==> src/rtl/rv32_pkg.sv <==
// Shared RV32 load/store definitions: funct3 encodings, access sizes,
// the load/store FSM state encoding and small decode helpers.
package rv32_pkg;

    localparam logic [2:0] F3_B  = 3'b000;
    localparam logic [2:0] F3_H  = 3'b001;
    localparam logic [2:0] F3_W  = 3'b010;
    localparam logic [2:0] F3_BU = 3'b100;
    localparam logic [2:0] F3_HU = 3'b101;

    typedef enum logic [1:0] {
        ST_IDLE = 2'd0,
        ST_REQ  = 2'd1,
        ST_RSP  = 2'd2,
        ST_DONE = 2'd3
    } lsuState_t;

    typedef enum logic [1:0] {
        SZ_BYTE = 2'd0,
        SZ_HALF = 2'd1,
        SZ_WORD = 2'd2
    } accessSize_t;

    // Undefined funct3 codes fall through to a full word access.
    function automatic accessSize_t accessSize(input logic [2:0] funct3);
        case (funct3)
            F3_B, F3_BU: return SZ_BYTE;
            F3_H, F3_HU: return SZ_HALF;
            default:     return SZ_WORD;
        endcase
    endfunction

    function automatic logic isMisaligned(input logic [2:0] funct3, input logic [1:0] offset);
        case (accessSize(funct3))
            SZ_BYTE: return 1'b0;
            SZ_HALF: return offset[0];
            default: return (offset != 2'b00);
        endcase
    endfunction

endpackage

==> src/rtl/load_extend.sv <==
// Picks the addressed byte/half out of a returned memory word and
// sign- or zero-extends it to 32 bits according to funct3.
module load_extend
    import rv32_pkg::*;
(
    input  logic [31:0] i_word,
    input  logic [2:0]  i_funct3,
    input  logic [1:0]  i_offset,
    output logic [31:0] o_data
);

    logic [7:0]  w_byte;
    logic [15:0] w_half;

    // Lane selection by the low address bits.
    always_comb begin
        w_byte = i_word[7:0];
        case (i_offset)
            2'd0: w_byte = i_word[7:0];
            2'd1: w_byte = i_word[15:8];
            2'd2: w_byte = i_word[23:16];
            2'd3: w_byte = i_word[31:24];
            default: w_byte = i_word[7:0];
        endcase
        w_half = i_offset[1] ? i_word[31:16] : i_word[15:0];
    end

    // Extension; anything that is not a byte/half access passes the word through.
    always_comb begin
        o_data = i_word;
        case (i_funct3)
            F3_B:    o_data = {{24{w_byte[7]}}, w_byte};
            F3_BU:   o_data = {24'd0, w_byte};
            F3_H:    o_data = {{16{w_half[15]}}, w_half};
            F3_HU:   o_data = {16'd0, w_half};
            default: o_data = i_word;
        endcase
    end

endmodule

==> src/rtl/load_store_unit.sv <==
// Load/store unit: accepts one core access at a time, issues a single
// word-aligned bus request, waits for load data and reports completion.
module load_store_unit
    import rv32_pkg::*;
(
    input  logic        clk,
    input  logic        rst_n,
    input  logic        ls_valid_i,
    input  logic        ls_write_i,
    input  logic [2:0]  ls_funct3_i,
    input  logic [31:0] ls_addr_i,
    input  logic [31:0] ls_wdata_i,
    output logic        stall_o,
    output logic        done_o,
    output logic        misaligned_o,
    output logic [31:0] rdata_o,
    output logic        mem_req_valid_o,
    input  logic        mem_req_ready_i,
    output logic        mem_we_o,
    output logic [31:0] mem_addr_o,
    output logic [31:0] mem_wdata_o,
    output logic [3:0]  mem_wstrb_o,
    input  logic        mem_rsp_valid_i,
    input  logic [31:0] mem_rdata_i
);

    lsuState_t   r_state;
    logic        r_we;
    logic [2:0]  r_funct3;
    logic [31:0] r_addr;
    logic [31:0] r_wdata;
    logic [3:0]  r_wstrb;
    logic        r_misal;
    logic [31:0] r_rdata;

    logic        w_misal;
    logic        w_accept;
    logic [31:0] w_laneData;
    logic [3:0]  w_laneStrb;
    logic [31:0] w_extData;

    assign w_misal  = isMisaligned(ls_funct3_i, ls_addr_i[1:0]);
    // rst_n gates acceptance so stall_o reads 0 while reset is asserted.
    assign w_accept = rst_n && (r_state == ST_IDLE) && ls_valid_i && !w_misal;

    // Position store data on the byte lanes and build the matching strobes.
    always_comb begin
        w_laneData = ls_wdata_i;
        w_laneStrb = 4'b1111;
        case (accessSize(ls_funct3_i))
            SZ_BYTE: begin
                w_laneData = {4{ls_wdata_i[7:0]}};
                w_laneStrb = 4'b0001 << ls_addr_i[1:0];
            end
            SZ_HALF: begin
                w_laneData = {2{ls_wdata_i[15:0]}};
                w_laneStrb = ls_addr_i[1] ? 4'b1100 : 4'b0011;
            end
            default: begin
                w_laneData = ls_wdata_i;
                w_laneStrb = 4'b1111;
            end
        endcase
    end

    load_extend u_loadExtend (
        .i_word   (mem_rdata_i),
        .i_funct3 (r_funct3),
        .i_offset (r_addr[1:0]),
        .o_data   (w_extData)
    );

    // Access sequencer: capture in IDLE, hold the request in REQ, wait for data in RSP.
    always_ff @(posedge clk or negedge rst_n) begin
        if (!rst_n) begin
            r_state  <= ST_IDLE;
            r_we     <= 1'b0;
            r_funct3 <= 3'd0;
            r_addr   <= 32'd0;
            r_wdata  <= 32'd0;
            r_wstrb  <= 4'd0;
            r_misal  <= 1'b0;
            r_rdata  <= 32'd0;
        end else begin
            case (r_state)
                ST_IDLE: begin
                    if (ls_valid_i) begin
                        if (w_misal) begin
                            r_misal <= 1'b1;
                            r_state <= ST_DONE;
                        end else begin
                            r_misal  <= 1'b0;
                            r_we     <= ls_write_i;
                            r_funct3 <= ls_funct3_i;
                            r_addr   <= ls_addr_i;
                            r_wdata  <= w_laneData;
                            r_wstrb  <= ls_write_i ? w_laneStrb : 4'b0000;
                            r_state  <= ST_REQ;
                        end
                    end
                end
                ST_REQ: begin
                    if (mem_req_ready_i) begin
                        r_state <= r_we ? ST_DONE : ST_RSP;
                    end
                end
                ST_RSP: begin
                    if (mem_rsp_valid_i) begin
                        r_rdata <= w_extData;
                        r_state <= ST_DONE;
                    end
                end
                ST_DONE: begin
                    r_state <= ST_IDLE;
                end
                default: r_state <= ST_IDLE;
            endcase
        end
    end

    assign stall_o         = (r_state == ST_REQ) || (r_state == ST_RSP) || w_accept;
    assign done_o          = (r_state == ST_DONE);
    assign misaligned_o    = (r_state == ST_DONE) && r_misal;
    assign rdata_o         = r_rdata;
    assign mem_req_valid_o = (r_state == ST_REQ);
    assign mem_we_o        = r_we;
    assign mem_addr_o      = {r_addr[31:2], 2'b00};
    assign mem_wdata_o     = r_wdata;
    assign mem_wstrb_o     = r_wstrb;

endmodule

==> config.mk <==
export PLATFORM = sky130hd
export DESIGN_NAME = load_store_unit
export DESIGN_NICKNAME = d
export VERILOG_FILES = /design/src/rtl/rv32_pkg.sv /design/src/rtl/load_extend.sv /design/src/rtl/load_store_unit.sv
export SDC_FILE = /design/constraint.sdc
export NUM_CORES = 1
export LEC_CHECK = 0
export CORE_ASPECT_RATIO = 0.5
export CORE_MARGIN = 4
export CORE_UTILIZATION = 23
export DETAILED_ROUTE_END_ITERATION = 12
export SYNTH_ARGS = -nofsm -noshare
export SYNTH_HDL_FRONTEND = slang
export SYNTH_SLANG_ARGS = --single-unit
==> constraint.sdc <==
create_clock -name clk -period 4.92 [get_ports clk]
set_clock_uncertainty 0.05 [all_clocks]
set_input_delay 1.476 -clock clk [delete_from_list [all_inputs] [get_ports clk]]
set_output_delay 1.476 -clock clk [all_outputs]
set_load 0.02 [all_outputs]
# Word level (Yosys, flattened, before mapping)
# Cells that the tools add are included.
# W data, S select, Z words.
[op_classes]
eq_ne = 16
shifts = 1
mux = 16
bitwise = 1
reduce_logical = 19
[ops]
columns = ["op", "count"]
rows = [
  ["$pmux W32 S4", 1],
  ["$pmux W32 S2", 1],
  ["$pmux W8 S4", 1],
  ["$mux W16", 1],
  ["$eq A3 B3 Y1 const B", 4],
  ["$eq A2 B2 Y1 const B", 4],
  ["$mux W2", 4],
  ["$mux W4", 2],
  ["$pmux W2 S4", 1],
  ["$pmux W4 S2", 1],
  ["$eq A2 B1 Y1 const B", 3],
  ["$eq A3 B1 Y1 const B", 2],
  ["$logic_not A2 Y1", 3],
  ["$logic_not A3 Y1", 2],
  ["$reduce_and A3 Y1", 2],
  ["$logic_and A1 B1 Y1", 4],
  ["$ne A2 B2 Y1 const B", 2],
  ["$pmux W2 S2", 1],
  ["$reduce_and A2 Y1", 2],
  ["$reduce_or A2 Y1", 2],
  ["$shl A1 B2 Y4 const A", 1],
  ["$logic_or A1 B1 Y1", 2],
  ["$mux W1", 2],
  ["$ne A2 B1 Y1 const B", 1],
  ["4 further kinds", 4],
]
[totals]
regBits = 107
in_bits = 105
out_inout_bits = 105
wordCells = 61

# Logic depth before layout (Yosys ltp)
# Gate-level depths: netlist of the first run.
[logic_depth]
word_depth = 8
mapped_depth = 8
ltp_nobuf = 6

# Hierarchy
# From an unflattened synthesis of the first run, not the netlist that was laid out.
[hier_totals]
hier_cells = 449
hier_area_um2 = 5718.0
[by_module_without_submodules]
columns = ["mod", "instances", "cells_each", "area_each_um2", "seq_area_each_um2"]
rows = [
  ["load_store_unit", 1, 338, 5049.8, 2677.6],
  ["load_extend", 1, 111, 668.1, 0.0],
]

# Worst setup path before layout of the first run
# OpenSTA, ideal clock, no wires.
[synth_timing]
path_kind = "input port to output port"
start = "in ls_addr_i[0]"
end = "out stall_o"
arrival_time_ns = 2.388
t_required_ns = 3.394
path_slack_ns = 1.006
path_stages = 5
n_path_buf = 2
path_cell_list = "a21oi_1 -> o21bai_1 -> buf_2 -> buf_2 -> o21bai_1"
[synth_between]
elab_chain_len = 5
[synth_rtl]
columns = ["item", "line", "rtl"]
rows = [
  ["start, declared", "load_store_unit.sv:11", "input logic [31:0] ls_addr_i,"],
  ["$reduce_bool A2 Y1", "rv32_pkg.sv:37", "default: return (offset != 2'b00);"],
  ["$pmux W1 S2 *", "rv32_pkg.sv:34", "case (accessSize(funct3))"],
  ["$logic_not A1 Y1 *", "load_store_unit.sv:44", "assign w_accept = rst_n && (r_state == ST_IDLE) && ls_valid_i && !w_misal;"],
  ["$logic_and A1 B1 Y1 *", "load_store_unit.sv:44", ""],
  ["$logic_or A1 B1 Y1 *", "load_store_unit.sv:121", "assign stall_o = (r_state == ST_REQ) || (r_state == ST_RSP) || w_accept;"],
  ["end, declared", "load_store_unit.sv:13", "output logic stall_o,"],
]
# Mark *: on every way between the ends. The rest lies on a longest branch, timed or not.

# Worst setup path in the final report of the first run
# Same ends and word-level chain as after synthesis.

==> metrics, run 1 <==
status=finished clean; Final Max Tran Viols=0; remaining global-route overflow=0; clk sink count=107; clk_lat worst skew=370 ps; crit-path cells=clkdlybuf4s50_1 > a21oi_1 > o21bai_4 > o21bai_1 > clkdlybuf4s50_1; CP dominant cell by count=clkdlybuf4s50_1; Final Hold Viols=0; Worst Hold Path Cells=2; vias in the first global route=4,447; Synth Flop Type=dfrtp_1; met3 Usage GRT=3.69%; root buf cell=clkbuf_16; leak pwr=0.00319 uW; Worst slew margin=45.2%; Std-Cell Rows=38; slowest stage cell, crit path=clkdlybuf4s50_1; Synth Area per Inst=10.7 um^2; CORE AREA=22,000 um^2; Yosys reg bits=107; max incr delay on CP=620 ps; CP max FO=6; TritonCTS clock tree=done; final net count=763; max cap viols=0; initial antenna violation count=1; hold_buf cts=0; Num CTS Buffers=9; Initial Utilization=23.8%; WHS Endpoint=mem_wdata_o[10]; Detailed Route WL=17.2 mm; layout cell share with drive strength beyond 1=12.0%; Detailed Place HPWL=12.8 mm; Die Y=115 um; Reg clk slew, reported paths=70 ps; Post-CTS Setup Inserts=0; largest net degree at the start of global routing=108; Worst R2R End=r_addr[29]; Netlist cell types=42; async set-reset flop share out of synthesis=100%; IO Count=210; die width=221 um; DRT antenna net count=0; wire per inst=18.0 um; synth-to-layout area growth=46.8%; CP Class=in -> out; Worst Max-Slew Pin Slew=822 ps; RSZ-0062 raised after global routing=no; gpl congestion=0.821; worst flop-to-flop path startpoint=r_state[1]; Final setup viols=0; area of the die=25,400 um^2; critical path required time=3390 ps; clk buf depth=2; # DRC=0; # port buffers=207; PD cells=629 nW/um^2; Post-Syn Area=5240 um^2; Startpoint Class=primary input; R2R depth=7; GRT met2 Usage=24.3%; via count=4,281; Final Cycle Share=95.3%; post-route minimum period=4690 ps; Resized cells post-CTS=0; Ys Warns=0; worst hold start=mem_wdata_o[10]; EDFF count, synth=0; hold crit path type=reg -> reg; TNS Setup=0 ps; Pre-Repair DR Iteration Count=4; arrival time at the worst endpoint=3160 ps; first-pass GRT wire length=26.4 mm; Global Route Usage Sum=13.4%; sequential-to-total area share from yosys stat=51.1%; maximum vdd ir drop=231 uV; initial drt markers=293; crit path from=ls_addr_i[0]; Critical Path End Type=primary output; GRT busiest layer=met2; Vias per Instance=4.47; Final Util=34.9%; Pwr Total=4830 uW; reg2reg setup slack=2280 ps; met1 GRT Util=16.0%; htree depth=3; Fmax=213 MHz; Syn Inst Count=491
[stage by stage]
step | cells | hold slack, ps | worst slack, ps | cell area [um^2]
floorplan | 492 | 421 | 1010 | 5240
global placement | 942 | 411 | 257 | 7360
detailed placement | 942 | 419 | 247 | 7360
CTS | 957 | 439 | 236 | 7680
global route | 958 | 455 | 158 | 7690
finish | 958 | 430 | 231 | 7690
[worst max path at each step]
stage                    to  slack, ps  cells after the start
finish              stall_o        230                      5
global route        stall_o        160                      5
CTS                 stall_o        240                      5
detailed placement  stall_o        250                      5
global placement    stall_o        260                      5
floorplan           stall_o       1010                      5
[layer usage]
layer	vias up	share of wire, %
li1	2028	-
met1	2127	41
met2	109	53
met3	17	4.8
met4	0	1.4
met5	-	0
[cell usage in the layout, fill, tap and decap left out, types with 3 or more instances in the layout]
master           instances
a21oi_1                 29
a221o_1                  3
a31oi_1                 14
a32oi_1                  3
and2_1                   3
and3b_1                  3
and4bb_2                 3
buf_4                    8
clkbuf_16                9
clkdlybuf4s50_1        206
dfrtp_1                107
ha_1                     5
inv_1                    7
mux2_2                  47
mux2i_1                 27
nand2_1                 44
nand2b_1                 4
nand3_1                 28
nor2_1                  26
nor2b_1                  5
o21ai_0                 38
o22ai_1                  4
o32ai_1                  4
[registers in the layout, indices dropped and copies added (netlist names)]
name and cells:
r_misal 1, r_funct3 3, mem_wdata_o 32, rdata_o 32, mem_wstrb_o 4, r_state 2, r_addr 32, mem_we_o 1
[synth_stat cells, types with 2 or more instances]
| master | n | area share (%) |
|---|---|---|
| a31oi_1 | 14 | 1.7 |
| buf_4 | 38 | 5.4 |
| mux2_2 | 47 | 10 |
| inv_1 | 7 | 0.50 |
| o21bai_1 | 3 | 0.43 |
| a21o_1 | 2 | 0.29 |
| nand2_1 | 44 | 3.2 |
| ha_1 | 5 | 1.2 |
| o21ai_0 | 38 | 3.6 |
| and4bb_2 | 3 | 0.72 |
| nand3_1 | 28 | 2.7 |
| a221o_1 | 3 | 0.57 |
| a32oi_1 | 3 | 0.50 |
| buf_2 | 11 | 1.1 |
| nor2b_1 | 5 | 0.60 |
| nand2b_1 | 4 | 0.48 |
| clkbuf_1 | 15 | 1.1 |
| nor2_1 | 26 | 1.9 |
| o32ai_1 | 4 | 0.67 |
| and3b_1 | 3 | 0.50 |
| a211oi_1 | 2 | 0.29 |
| and2_1 | 3 | 0.36 |
| mux2i_1 | 27 | 5.2 |
| dfrtp_1 | 107 | 51 |
| o22ai_1 | 4 | 0.48 |
| a21oi_1 | 29 | 2.8 |
[power breakdown]
group	switching (uW)	total, uW	internal [uW]
Combinational	1250	2440	1190
Sequential	279	1580	1300
Clock	353	815	462
[worst max-delay path, delay by kind of cell]
family | cells | cell delay, ps
AO/OA/AOI/OAI | 3 | 550
buffers and inverters | 2 | 1130
[kinds of logic (layout without fill, tap and decap cells)]
| logic type | Yosys count | in the layout | share of synthesized area (%) |
|---|---|---|---|
| and+or+nand+nor | 123 | 123 | 11.3 |
| muxes | 75 | 75 | 15.7 |
| AOI/OAI and AO/OA | 108 | 108 | 12.3 |
| other | 1 | 3 | 0.0716 |
| adders and majority gates | 5 | 5 | 1.19 |
| buffers and inverters | 72 | 237 | 8.29 |
| DFF | 107 | 107 | 51.1 |
[area by class of cell]
class,count,area [um^2]
fillers,2244,14300
diodes,1,2.50
flip-flops and latches,107,2680
clock buffers,10,239
inverters,7,26.3
repair buffers,215,2140
clock inverters,5,85.1
well taps,300,375
multi-input cells,313,2140
No activity file was read; power rests on OpenSTA's default activity.
==> run 2, diff against run 1 <==
--- a/config.mk
+++ b/config.mk
@@ -8,7 +8,9 @@
 export CORE_ASPECT_RATIO = 0.5
 export CORE_MARGIN = 4
 export CORE_UTILIZATION = 23
+export CTS_CLUSTER_SIZE = 28
 export DETAILED_ROUTE_END_ITERATION = 12
+export SLEW_MARGIN = 10
 export SYNTH_ARGS = -nofsm -noshare
 export SYNTH_HDL_FRONTEND = slang
 export SYNTH_SLANG_ARGS = --single-unit
==> results of run 2 <==
Same layout as run 1: the final DEF is identical, and so are final timing and power.
==> run 3, diff against run 2 <==
--- a/config.mk
+++ b/config.mk
@@ -5,6 +5,7 @@
 export SDC_FILE = /design/constraint.sdc
 export NUM_CORES = 1
 export LEC_CHECK = 0
+export ABC_AREA = 1
 export CORE_ASPECT_RATIO = 0.5
 export CORE_MARGIN = 4
 export CORE_UTILIZATION = 23
==> metrics, run 3 <==
register area=2680 um^2 (unchanged); Netlist cell types=28 (-33%); maximum vdd ir drop=219 uV (-5.5%); Pre-Repair DR Iteration Count=4 (unchanged); Filler cells=2,394 (+6.7%); Final Util=33.8% (-1.2 points); Ys Warns=0 (unchanged); diodes inserted=0 (-1); final non-filler cell total=1,134 (+18%); TritonCTS clock tree=done; leak pwr=0.00353 uW (+10%); WHS=419 ps (-11.1 ps); synth-to-layout area growth=44.2%; post-synth top area share=50.2% (-0.94 points); Fmax=217 MHz (+1.6%); dpl cells=1,118 (+19%); clk sink count=107 (unchanged); most common cell after layout, fill and taps aside=nand2_1; vias in the first global route=5,002 (+12%); Num CTS Buffers=9 (unchanged); Synth Flop Type=dfrtp_1; Worst Max-Slew Pin Slew=1150 ps (+324 ps); critical path required time=3390 ps (about the same); first-pass GRT wire length=27.7 mm (+5.2%); Global Route Usage Sum=13.8% (+0.30 points); Final Max Tran Viols=0 (unchanged); status=finished clean; DRT antenna net count=0 (unchanged); initial antenna violation count=0 (-1); remaining global-route overflow=0 (unchanged); hold crit path type=reg -> reg; initial drt markers=342 (+17%); most frequent cells in the layout=nand2_1, clkdlybuf4s50_1, dfrtp_1; # DRC=0 (unchanged); most frequent cells after synthesis=nand2_1, dfrtp_1, a21oi_1; layout cell share with drive strength beyond 1=5.93% (-6.1 points); CP Class=in -> out; CP max FO=5 (-1); Worst slew margin=23.5% (-22 points); Synth Area per Inst=8.02 um^2 (-25%); Post-CTS Setup Inserts=0 (unchanged); wire per inst=15.6 um (-13%); Final setup viols=0 (unchanged); async set-reset flop share out of synthesis=100% (unchanged); htree depth=3 (unchanged); Resized cells post-CTS=0 (unchanged); Post-Syn Area=5330 um^2 (+1.9%); Die Y=116 um (+0.86%); largest net degree at the start of global routing=74 (-31%); PD cells=636 nW/um^2 (+1.1%); EDFF count, synth=0 (unchanged); Syn Inst Count=665 (+35%); root buf cell=clkbuf_16; arrival time at the worst endpoint=3090 ps (-70 ps); Initial Utilization=23.4% (-0.38 points); RSZ-0062 raised after global routing=no; max cap viols=0 (unchanged); sequential-to-total area share from yosys stat=50.2% (-0.94 points); most common cell in the netlist=nand2_1; Synth area leaders=dfrtp_1, nand2_1, buf_4, a21oi_1, o21ai_0; gpl congestion=0.875 (+6.6%); final instance area=7690 um^2 (about the same); clk_lat worst skew=360 ps (about the same); via count=4,863 (+14%); Final Hold Viols=0 (unchanged); Startpoint Class=primary input; Post-DP Area=7380 um^2 (+0.29%); Final Cycle Share=93.8% (-1.5 points); Std-Cell Rows=39 (+2.6%); # port buffers=207 (unchanged); area leader, netlist=dfrtp_1; CORE AREA=22,800 um^2 (+3.5%); TNS Setup=0 ps (unchanged); Yosys reg bits=107 (unchanged); clk buf depth=2 (unchanged); Reg clk slew, reported paths=70 ps (about the same); hold_buf cts=0 (unchanged); Detailed Route WL=17.7 mm (+2.5%); Critical Path End Type=primary output; Detailed Place HPWL=13.0 mm (+1.7%); die width=223 um (+0.89%); area occupied by multi-input gates=2040 um^2 (-4.9%); area of the die=25,800 um^2 (+1.8%); final net count=932 (+22%); Vias per Instance=4.29 (-4.0%); IO Count=210 (unchanged); post-route minimum period=4620 ps (-72.3 ps)
==> run 3: worst max-delay path, stage by stage <==
cell             delay (ps)
clkdlybuf4s50_1         560
nand2_1                 100
a21oi_2                 210
nor2_4                   50
a21o_1                  150
clkdlybuf4s50_1         540
==> run 3: cells by family after synthesis <==
group	Yosys count	share of synthesized area [%]
AOI/OAI and AO/OA	122	12.7
other	1	0.0703
and+or+nand+nor	317	24.1
buffers and inverters	113	11.7
DFF	107	50.2
adders and majority gates	5	1.17
==> run 3: power breakdown <==
part | switching, uW | total [uW] | internal [uW]
sequential | 290 | 1590 | 1300
clock | 336 | 785 | 448
combinational | 1390 | 2510 | 1120
total | 2020 | 4890 | 2880
==> run 3: final cells by class <==
| class | count | area share, % |
|---|---|---|
| inverter | 45 | 2.21 |
| timing repair buffer | 213 | 27.5 |
| tap | 307 | 4.99 |
| sequential | 107 | 34.8 |
| clock buffer | 12 | 3.07 |
| multi-input combinational | 446 | 26.5 |
| clock inverter | 4 | 0.960 |
==> run 3: final timing paths <==
| path | startpoint | end | slack, ps | cells past startpoint |
|---|---|---|---|---|
| worst min register to register | r_addr[9] | r_addr[9] | 420 | 2 |
| min in group asynchronous | rst_n | mem_wdata_o[31] | 1140 | 2 |
| max in group asynchronous | rst_n | rdata_o[27] | 2350 | 3 |
| worst max-delay path | ls_addr_i[1] | stall_o | 300 | 6 |
| worst min-delay path | r_addr[9] | r_addr[9] | 420 | 2 |
| worst max register to register | r_state[0] | mem_wdata_o[10] | 2130 | 8 |
==> run 3: routing by layer <==
layer | part of all wire, % | track usage (%) | up-vias
met5 | 0 | 0 | -
met4 | 2.0 | 4.43 | 0
met3 | 4.2 | 3.67 | 28
met2 | 50 | 24.3 | 106
met1 | 43 | 16.6 | 2335
li1 | - | - | 2394
==> run 3: through the flow <==
step / setup WS [ps] / power [uW]
floorplan: 998 / 3120
global placement: 357 / 4130
detailed placement: 301 / 4160
CTS: 299 / 4980
global route: 210 / 5250
finish: 303 / 4890
